$ cat src/rtl/ber_window_counter.sv
// Multi-channel windowed bit-error / frame-error counter with a valid/ready result port.
// Optional per-channel worst-frame tracking is built only when BER_MAX_TRACK_EN is defined.
module ber_window_counter #(
    parameter int FL    = 104,
    parameter int NCH   = 2,
    parameter int ACC_W = 24,
    parameter int FR_W  = 16,
    parameter int CW    = $clog2(FL + 1)
) (
    input  logic                  Clock,
    input  logic                  nReset,
    input  logic                  nClear,
    input  logic                  Start,
    input  logic                  cont_mode,
    input  logic [FR_W-1:0]       window_len,
    input  logic                  frame_valid,
    input  logic [NCH*FL-1:0]     b_error,
    output logic                  busy,
    output logic [NCH*CW-1:0]     last_errs,
    output logic                  result_valid,
    input  logic                  result_ready,
    output logic [NCH*ACC_W-1:0]  bit_err_tot,
    output logic [NCH*FR_W-1:0]   frame_err_tot,
    output logic [FR_W-1:0]       frames_done,
    output logic                  frame_dropped,
    output logic [NCH*CW-1:0]     max_errs
);

    typedef enum logic [1:0] {
        S_IDLE  = 2'd0,
        S_RUN   = 2'd1,
        S_FLUSH = 2'd2,
        S_DONE  = 2'd3
    } state_t;

    state_t          state_reg;
    state_t          state_next;
    logic [FR_W-1:0] len_reg;
    logic [FR_W-1:0] frames_reg;
    logic            dropped_reg;
    logic            s1_valid_reg;

    logic            window_full;
    logic            handshake;
    logic            auto_restart;
    logic            win_clear;
    logic            accept;
    logic            drop_evt;
    logic [FR_W-1:0] eff_len;

    assign window_full  = (frames_reg >= len_reg);
    assign handshake    = (state_reg == S_DONE) && result_ready;
    assign auto_restart = handshake && cont_mode && !Start;
    // Start restarts a window from any state; a frame arriving with it is discarded.
    assign win_clear    = Start || auto_restart;
    assign accept       = (state_reg == S_RUN) && frame_valid && !Start && !window_full;
    assign drop_evt     = frame_valid && !Start &&
                          ((state_reg == S_FLUSH) || (state_reg == S_DONE) ||
                           ((state_reg == S_RUN) && window_full));
    assign eff_len      = (window_len == '0) ? FR_W'(1) : window_len;

    always_comb begin
        state_next = state_reg;
        case (state_reg)
            S_IDLE: begin
                if (Start) state_next = S_RUN;
            end
            S_RUN: begin
                if (Start)            state_next = S_RUN;
                else if (window_full) state_next = S_FLUSH;
            end
            S_FLUSH: begin
                if (Start) state_next = S_RUN;
                else       state_next = S_DONE;
            end
            S_DONE: begin
                if (Start)          state_next = S_RUN;
                else if (handshake) state_next = cont_mode ? S_RUN : S_IDLE;
            end
            default: state_next = S_IDLE;
        endcase
    end

    always_ff @(posedge Clock or negedge nReset) begin
        if (!nReset) begin
            state_reg    <= S_IDLE;
            len_reg      <= FR_W'(1);
            frames_reg   <= '0;
            dropped_reg  <= 1'b0;
            s1_valid_reg <= 1'b0;
        end else if (!nClear) begin
            state_reg    <= S_IDLE;
            len_reg      <= FR_W'(1);
            frames_reg   <= '0;
            dropped_reg  <= 1'b0;
            s1_valid_reg <= 1'b0;
        end else begin
            state_reg    <= state_next;
            s1_valid_reg <= accept;
            if (Start) len_reg <= eff_len;
            if (win_clear)   frames_reg <= '0;
            else if (accept) frames_reg <= frames_reg + FR_W'(1);
            // Only an explicit Start clears the sticky flag; continuous restarts keep it.
            if (Start)         dropped_reg <= 1'b0;
            else if (drop_evt) dropped_reg <= 1'b1;
        end
    end

    assign busy          = (state_reg == S_RUN) || (state_reg == S_FLUSH);
    assign result_valid  = (state_reg == S_DONE);
    assign frames_done   = frames_reg;
    assign frame_dropped = dropped_reg;

    genvar gi;
    generate
        for (gi = 0; gi < NCH; gi++) begin : g_lane
            logic [CW-1:0]    pop;
            logic [CW-1:0]    pop_reg;
            logic [ACC_W-1:0] bit_reg;
            logic [FR_W-1:0]  ferr_reg;
            logic [ACC_W:0]   bit_sum;

            always_comb begin
                pop = '0;
                for (int b = 0; b < FL; b++) begin
                    pop = pop + CW'(b_error[gi*FL + b]);
                end
            end

            // One spare bit catches the carry so the sum clamps instead of wrapping.
            assign bit_sum = {1'b0, bit_reg} + (ACC_W+1)'(pop_reg);

            always_ff @(posedge Clock or negedge nReset) begin
                if (!nReset) begin
                    pop_reg  <= CW'(FL);
                    bit_reg  <= '0;
                    ferr_reg <= '0;
                end else if (!nClear) begin
                    pop_reg  <= CW'(FL);
                    bit_reg  <= '0;
                    ferr_reg <= '0;
                end else begin
                    if (accept) pop_reg <= pop;
                    if (win_clear) begin
                        bit_reg  <= '0;
                        ferr_reg <= '0;
                    end else if (s1_valid_reg) begin
                        bit_reg <= bit_sum[ACC_W] ? '1 : bit_sum[ACC_W-1:0];
                        if ((pop_reg != '0) && (ferr_reg != '1))
                            ferr_reg <= ferr_reg + FR_W'(1);
                    end
                end
            end

            assign last_errs[gi*CW +: CW]         = pop_reg;
            assign bit_err_tot[gi*ACC_W +: ACC_W] = bit_reg;
            assign frame_err_tot[gi*FR_W +: FR_W] = ferr_reg;

`ifdef BER_MAX_TRACK_EN
            logic [CW-1:0] max_reg;

            always_ff @(posedge Clock or negedge nReset) begin
                if (!nReset) begin
                    max_reg <= '0;
                end else if (!nClear) begin
                    max_reg <= '0;
                end else if (win_clear) begin
                    max_reg <= '0;
                end else if (s1_valid_reg && (pop_reg > max_reg)) begin
                    max_reg <= pop_reg;
                end
            end

            assign max_errs[gi*CW +: CW] = max_reg;
`else
            assign max_errs[gi*CW +: CW] = '0;
`endif
        end
    endgenerate

endmodule

$ cat config.mk
export PLATFORM = sky130hd
export DESIGN_NAME = ber_window_counter
export DESIGN_NICKNAME = d
export VERILOG_FILES = /design/src/rtl/ber_window_counter.sv
export SDC_FILE = /design/constraint.sdc
export NUM_CORES = 1
export LEC_CHECK = 0
export ABC_AREA = 0
export CAP_MARGIN = 20
export CORE_MARGIN = 10
export CORE_UTILIZATION = 50
export DETAILED_ROUTE_END_ITERATION = 12
export PLACE_DENSITY = 0.94
export SLEW_MARGIN = 20
export SYNTH_ARGS = -nofsm -noshare
export SYNTH_HDL_FRONTEND = slang
export SYNTH_SLANG_ARGS = --single-unit
$ cat constraint.sdc
create_clock -name Clock -period 3.4 [get_ports Clock]
set_input_delay 0.68 -clock Clock [delete_from_list [all_inputs] [get_ports Clock]]
set_output_delay 0.68 -clock Clock [all_outputs]
set_load 0.05 [all_outputs]
==> key figures, run 1 <==
CTS
  • CTS clk-pin slew, worst paths: 0.06 ns
  • Clock sink count: 130
  • Root Driver: clkbuf_16
  • Worst-skew pair later-pin latency: about 0.42 ns
  • CTS H-tree lvls: 4
  • CTS buffer count: 17
  • Clk buf depth: 2
  • Hold Buf Count CTS: 0
  • CTS tree: done

Placement
  • Port Buf Inserts: roughly 340
  • HPWL after DPL: 33,000 µm
  • Placer congestion estimate: 0.917

Yosys
  • Syn_area_per_cell: around 9.7 µm²
  • Ys async rst share: 100%
  • Top post-synthesis cells by area: fa_1 29%, dfrtp_1 24%, inv_1 9.7%
  • Yosys warning total: 0
  • Ys flop type: dfrtp_1
  • Syn Std Cell Area: 12,900 µm²
  • Compound-cell area share of the yosys netlist: 10.6%
  • Unique masters post-synth: 64
  • Share of the synthesized area in the top cell type: between 20% and 30%
  • Mux share of post-synthesis cell area: between 2 and 2.5%
  • Adder-cell share of the synthesized area: 36.1%
  • Gate Count Post-Synth: roughly 1.3k
  • Post-synth EDFFs: 0
  • Simple-gate share of the synthesized area: about 11%
  • Combinational family with the most area after synthesis: adder cells
  • Seq/Total Area, Yosys: around a quarter
  • Synth Area in XOR/XNOR: between 2 and 3%
  • Synthesis-stage register bit count: 130
  • Cell taking the most area after synthesis: fa_1

Floorplan
  • Initial core utilization: 50.9%
  • Core area: approximately 25,000 µm²
  • Die X: between 150 and 200 µm
  • FP Rows: 58
  • Die area: 32,500 µm²
  • Die Y: ~180 µm
  • Ports: 358

Timing
  • Final-report setup violation count: 14
  • Hold WS: 0.278 ns
  • Worst slew pin tran: 0.819 ns
  • Final slew viol count: 0
  • Setup Skew: ~0.012 ns
  • Final worst setup slack: -3.17 ns
  • Hold Fails Final Rpt: 0
  • Achievable clock frequency: between 150 and 200 MHz
  • Tmin final: 6.57 ns
  • RSZ-0062 raised after global routing: yes
  • Fin crit share: 193%
  • Slew headroom: between 40% and 50%

Worst setup path
  • Critical Path Fanout Max: 2
  • CP Capture Type: flop
  • Worst path arrival time: between 6 and 7 ns
  • Kind of critical path: input pin to flop
  • Required @ worst endpoint: about 3.7 ns
  • CP Launch Type: input pin

Cells and area
  • Fin util: approximately 70%
  • Area grow syn2layout: 35.6%
  • Antenna Cells: 0
  • Largest register FFs: 48
  • Most frequent cells in the layout: 281 x inv_1, 240 x clkdlybuf4s50_1, 167 x fa_1, 123 x dfrtp_1, 78 x nor2_1
  • Net count, final: around 2.2k
  • Share of cells above drive strength 1: a little over an eighth
  • Most common cell after layout, fill and taps aside: inv_1

GRT
  • Initial antenna violation count: 1
  • GRT Total Usage: 23.7%
  • Vias in the first global route: between 10k and 15k
  • Overflow left after global routing: 0
  • First-pass GRT wire length: 62,900 µm
  • Largest net degree at the start of global routing: between 40 and 50

Hold path
  • Hold Path Class: input pin to asynchronous set/reset pin

Detailed routing
  • Iteration-0 DRC Markers: about 820
  • Routed Antenna Nets: 0
  • Final WL: between 30,000 and 40,000 µm
  • Total iterations of the first detailed-routing run: 5
  • Via density: approximately 5.4
  • Via count: 11.0k
  • Number of remaining DRC errors: 0
  • Drt wl/cell: roughly 19 µm

Outcome
  • Outcome: finished with violations
  • Violated checks: setup timing

Job
  • Max-cap violations: 0
routing by layer:
| layer | part of all wire, % | routed length [µm] | vias up | GRT usage (%) |
|---|---|---|---|---|
| met1 | 35 | 13700 | 5387 | 25.2 |
| met5 | 0.033 | 13 | - | 0 |
| li1 | - | - | 4969 | - |
| met4 | 2.5 | 981 | 2 | 7.55 |
| met3 | 8.3 | 3230 | 78 | 6.59 |
| met2 | 54 | 21100 | 517 | 44.1 |
cell usage after synthesis (26+ instances only):
master and number:
inv_1 331, mux2i_1 27, fa_1 186, dfrtp_1 123, o21ai_0 41, nor2_1 78, ha_1 73, nand2_1 44
xor2_1 26, a21oi_1 58, nand3_1 26
logic make-up after synthesis:
logic type / count (synthesis)
buffers and inverters: 377
and+or+nand+nor: 283
adders and majority gates: 259
AOI/OAI and AO/OA: 208
DFF: 130
xor gates and xnor gates: 43
muxes: 27
other: 1
final timing paths:
check / to / cells past startpoint / slack, ns / from
max: g_lane[1].pop_reg[6] / 22 / -3.17 / b_error[145]
min: g_lane[0].ferr_reg[4] / 1 / 0.28 / nReset
max reg2reg: g_lane[1].pop_reg[0] / 8 / 0.36 / frames_done[13]
min reg2reg: len_reg[2] / 2 / 0.52 / len_reg[2]
max in group asynchronous: frame_dropped / 2 / 2.11 / nReset
min in group Clock: len_reg[2] / 2 / 0.52 / len_reg[2]
critical path, stage by stage:
cell and delay [ns]:
clkdlybuf4s15_1 0.19, fa_1 0.51, fa_2 0.55, inv_2 0.04, fa_1 0.48, inv_2 0.05
fa_2 0.53, inv_2 0.04, fa_2 0.53, fa_2 0.44, fa_1 0.51, fa_1 0.44
fa_1 0.52, inv_2 0.05, ha_4 0.16, fa_2 0.34, a21o_1 0.20, a21oi_2 0.15
o21bai_1 0.08, a21oi_1 0.15, xor2_1 0.16, o211ai_1 0.10
repair_timing:
item	in CTS	in global routing
endpoints found under the setup margin	14	14
pin swaps	97	28
gates cloned	0	0
buffers inserted	5	3
resized for setup	334	14
area by class of cell:
cell class | count | area [µm²]
multi-input cells | 834 | 8340
repair buffers | 380 | 3530
flip-flops and latches | 130 | 3260
clock buffers | 18 | 439
clock inverters | 14 | 200
well taps | 330 | 413
inverters | 331 | 1240
fillers | 1819 | 7820
per-stage QoR:
stage          setup WS (ns)  cells  TNS (ns)  area [µm²]
2_1_floorplan          -3.22   1341    -39.87       12900
3_3_place_gp           -3.76   2000    -48.62       16800
3_5_place_dp           -3.94   2000    -51.00       16800
4_1_cts                -3.13   2036    -39.18       17400
5_1_grt                -3.35   2037    -42.26       17400
6_report               -3.17   2037    -39.67       17400
Power of run 1 is left out: the tool's default activity adds up to more than one toggle a clock period on the data nets, which glitch-free logic cannot reach.
==> inputs of run 2 (changes only) <==
Settings changed: ABC_AREA 0 to 1, CORE_UTILIZATION 50 to 51, PLACE_DENSITY 0.94 to 0.93.
==> run 2 against run 1 <==
Synthesized cell count grew 32%. The flow still finishes with violations (setup timing). Critical path depth is 5 higher. Synthesized area rose by 11%. Core utilization fell by 1.0 points. Design area up 8.1%. Fmax rose by 1.3%. Register-to-register slack improved by 0.34 ns.
==> key figures, run 2 <==
Yosys
  • Ys async rst share: 100% (unchanged)
  • Yosys warning total: 0 (unchanged)
  • Seq/Total Area, Yosys: 22.8% (-2.5 points)
  • Cell with the most instances after synthesis: inv_1
  • Unique masters post-synth: 53 (-17%)
  • Top post-synthesis cells by area: fa_1 26%, dfrtp_1 22%, inv_1 11%
  • Share of the synthesized area in the top cell type: 26.1% (-2.9 points)
  • Gate Count Post-Synth: 1,759 (+32%)
  • Post-synth top cells: 403 x inv_1, 360 x nand2_1, 186 x fa_1
  • Cell taking the most area after synthesis: fa_1
  • Ys flop type: dfrtp_1
  • Post-synth EDFFs: 0 (unchanged)
  • Syn Std Cell Area: 14,300 µm² (+11%)
  • Synthesis-stage register bit count: 130 (unchanged)
  • Syn_area_per_cell: 8.12 µm² (-16%)

CTS
  • Hold Buf Count CTS: 0 (unchanged)
  • Clock sink count: 130 (unchanged)
  • CTS buffer count: 17 (unchanged)
  • CTS H-tree lvls: 4 (unchanged)
  • CTS clk-pin slew, worst paths: 0.07 ns (about the same)
  • Clk buf depth: 2 (unchanged)
  • Worst-skew pair later-pin latency: 0.43 ns (about the same)
  • CTS tree: done
  • Root Driver: clkbuf_16

Outcome
  • Violated checks: setup timing
  • Outcome: finished with violations

Worst setup path
  • Critical Path Max Stage Delay: 0.54 ns (about the same)
  • Worst path arrival time: 6.84 ns (-0.05 ns)
  • Kind of critical path: input pin to flop
  • Reg-to-Reg End: g_lane[0].bit_reg[19]
  • CP Capture Type: flop
  • CP Launch Type: input pin
  • Worst r2r src: g_lane[0].pop_reg[0]
  • R2r worst-path depth: 12 (+4)
  • Worst path slowest cell: fa_1
  • Cell repeated most along the worst path: fa_1
  • R2r setup slk: 0.70 ns (+0.34 ns)
  • WP buf/inv: 7 (+2)
  • Critical Path Fanout Max: 2 (unchanged)
  • Required @ worst endpoint: 3.75 ns (+0.03 ns)
  • Crit path max-delay family: adder cells

GRT
  • Largest net degree at the start of global routing: 58 (+21%)
  • Met2 usage: 45.2% (+1.1 points)
  • GRT met1 Usage: 28.3% (+3.2 points)
  • M3 GR Usage: 5.80% (-0.79 points)
  • Vias in the first global route: 14.1k (+17%)
  • GRT Total Usage: 24.9% (+1.2 points)
  • Overflow left after global routing: 0 (unchanged)
  • First-pass GRT wire length: 71,700 µm (+14%)
  • Initial antenna violation count: 0 (-1)
  • Top Usage Layer GRT: met2

Detailed routing
  • Routed Antenna Nets: 0 (unchanged)
  • Via density: 5.27 (-1.9%)
  • Total iterations of the first detailed-routing run: 6 (+1)
  • Number of remaining DRC errors: 0 (unchanged)
  • Final WL: 44,500 µm (+14%)
  • Via count: 13.3k (+21%)
  • Drt wl/cell: 17.7 µm (-7.6%)
  • Iteration-0 DRC Markers: 1,064 (+30%)

Floorplan
  • Initial core utilization: 51.5% (+0.63 points)
  • FP Rows: 61 (+5.2%)
  • Die Y: 187 µm (+3.9%)
  • Die area: 35,100 µm² (+7.9%)
  • Ports: 358 (unchanged)
  • Die X: 187 µm (+3.9%)
  • Core area: 27,700 µm² (+9.7%)

Placement
  • Area post-placement: 18,200 µm² (+8.5%)
  • Setup WS pre-CTS: -3.94 ns (+0.00628 ns)
  • Placer congestion estimate: 0.917 (about the same)
  • Port Buf Inserts: 343 (unchanged)
  • HPWL after DPL: 35,800 µm (+8.5%)

Cells and area
  • Net count, final: 2,613 (+20%)
  • Post-route cell area: 18,800 µm² (+8.1%)
  • Fin util: 68.0% (-1.0 points)
  • Area grow syn2layout: 32.0%
  • Share of cells above drive strength 1: 14.2% (+1.1 points)
  • Most common cell after layout, fill and taps aside: nand2_1
  • Antenna Cells: 0 (unchanged)
  • Most frequent cells in the layout: 355 x nand2_1, 350 x inv_1, 239 x clkdlybuf4s50_1, 156 x fa_1, 132 x nand3_1
  • Largest register FFs: 48 (unchanged)

Timing
  • Final-report setup violation count: 14 (unchanged)
  • Setup Skew: 0.0151 ns (+0.00340 ns)
  • Slew headroom: 49.5% (+4.2 points)
  • Hold Fails Final Rpt: 0 (unchanged)
  • Hold WS: 0.336 ns (+0.0575 ns)
  • Fin crit share: 191% (-2.5 points)
  • Worst slew pin tran: 0.757 ns (-0.0619 ns)
  • RSZ-0062 raised after global routing: yes
  • Tmin final: 6.49 ns (-0.0840 ns)
  • Achievable clock frequency: 154 MHz (+1.3%)
  • Final slew viol count: 0 (unchanged)
  • Final worst setup slack: -3.09 ns (+0.0840 ns)

Job
  • Max-cap violations: 0 (unchanged)

Hold path
  • Hold Path Class: input pin to asynchronous set/reset pin
## run 2: changes by cell type after synthesis, sizes merged, moves of 20 or more
cell    before  now
a21oi       59   29
mux2i       27    0
o21ai       43   93
a211oi      21    1
nand2       44  373
nand3       27  140
inv        331  413
nor3        22   49
## run 2: worst register-to-register path: stages (launching register included)
cell     delay (ns)
dfrtp_1        0.50
ha_1           0.25
inv_1          0.07
fa_1           0.39
inv_1          0.10
nand2_1        0.09
o21ai_2        0.25
a21oi_2        0.12
inv_2          0.09
nand3_2        0.40
nand3_1        0.24
nand2_1        0.07
o21ai_1        0.08
## run 2: worst max path at each step
| stage | startpoint | endpoint | depth (start not counted) |
|---|---|---|---|
| 2_1_floorplan | b_error[157] | g_lane[1].pop_reg[6] | 26 |
| 3_3_place_gp | b_error[35] | g_lane[0].pop_reg[6] | 27 |
| 3_5_place_dp | b_error[139] | g_lane[1].pop_reg[6] | 27 |
| 4_1_cts | b_error[163] | g_lane[1].pop_reg[6] | 27 |
| 5_1_grt | b_error[167] | g_lane[1].pop_reg[6] | 27 |
| 6_report | b_error[139] | g_lane[1].pop_reg[6] | 27 |
## run 2: final cells by class
type,count,area (µm²)
inverter,415,1560
fill,2071,8860
timing repair buffer,382,3530
clock inverter,14,143
clock buffer,18,439
multi-input combinational,1177,9430
sequential,130,3260
tap,378,473
## run 2: what timing repair did
item | in CTS | in global routing
gates resized for setup | 328 | 36
pin swaps | 96 | 39
setup buffers | 7 | 7
endpoints found under the setup margin | 14 | 14
cloned | 0 | 0
## run 2: through the flow
stage / TNS (ns) / std cells
final: -38.90 / 2514
after global routing: -41.39 / 2514
after CTS: -38.13 / 2512
after detailed placement: -50.26 / 2476
after global placement: -48.08 / 2476
after floorplan: -38.68 / 1772
## run 2: logic make-up after synthesis
logic type	after synthesis	synth area share, %
buffers and inverters	465	13.3
and+or+nand+nor	721	23.1
AOI/OAI and AO/OA	140	5.62
other	1	0.0263
adders and majority gates	259	32.5
xor gates and xnor gates	43	2.64
DFF	130	22.8
## run 2: per-layer routing
metal	up-vias	wire (µm)
met5	-	0
met4	0	1290
met3	113	3430
met2	612	23600
met1	6413	16200
li1	6121	-
Power of run 2 is left out for the same reason.
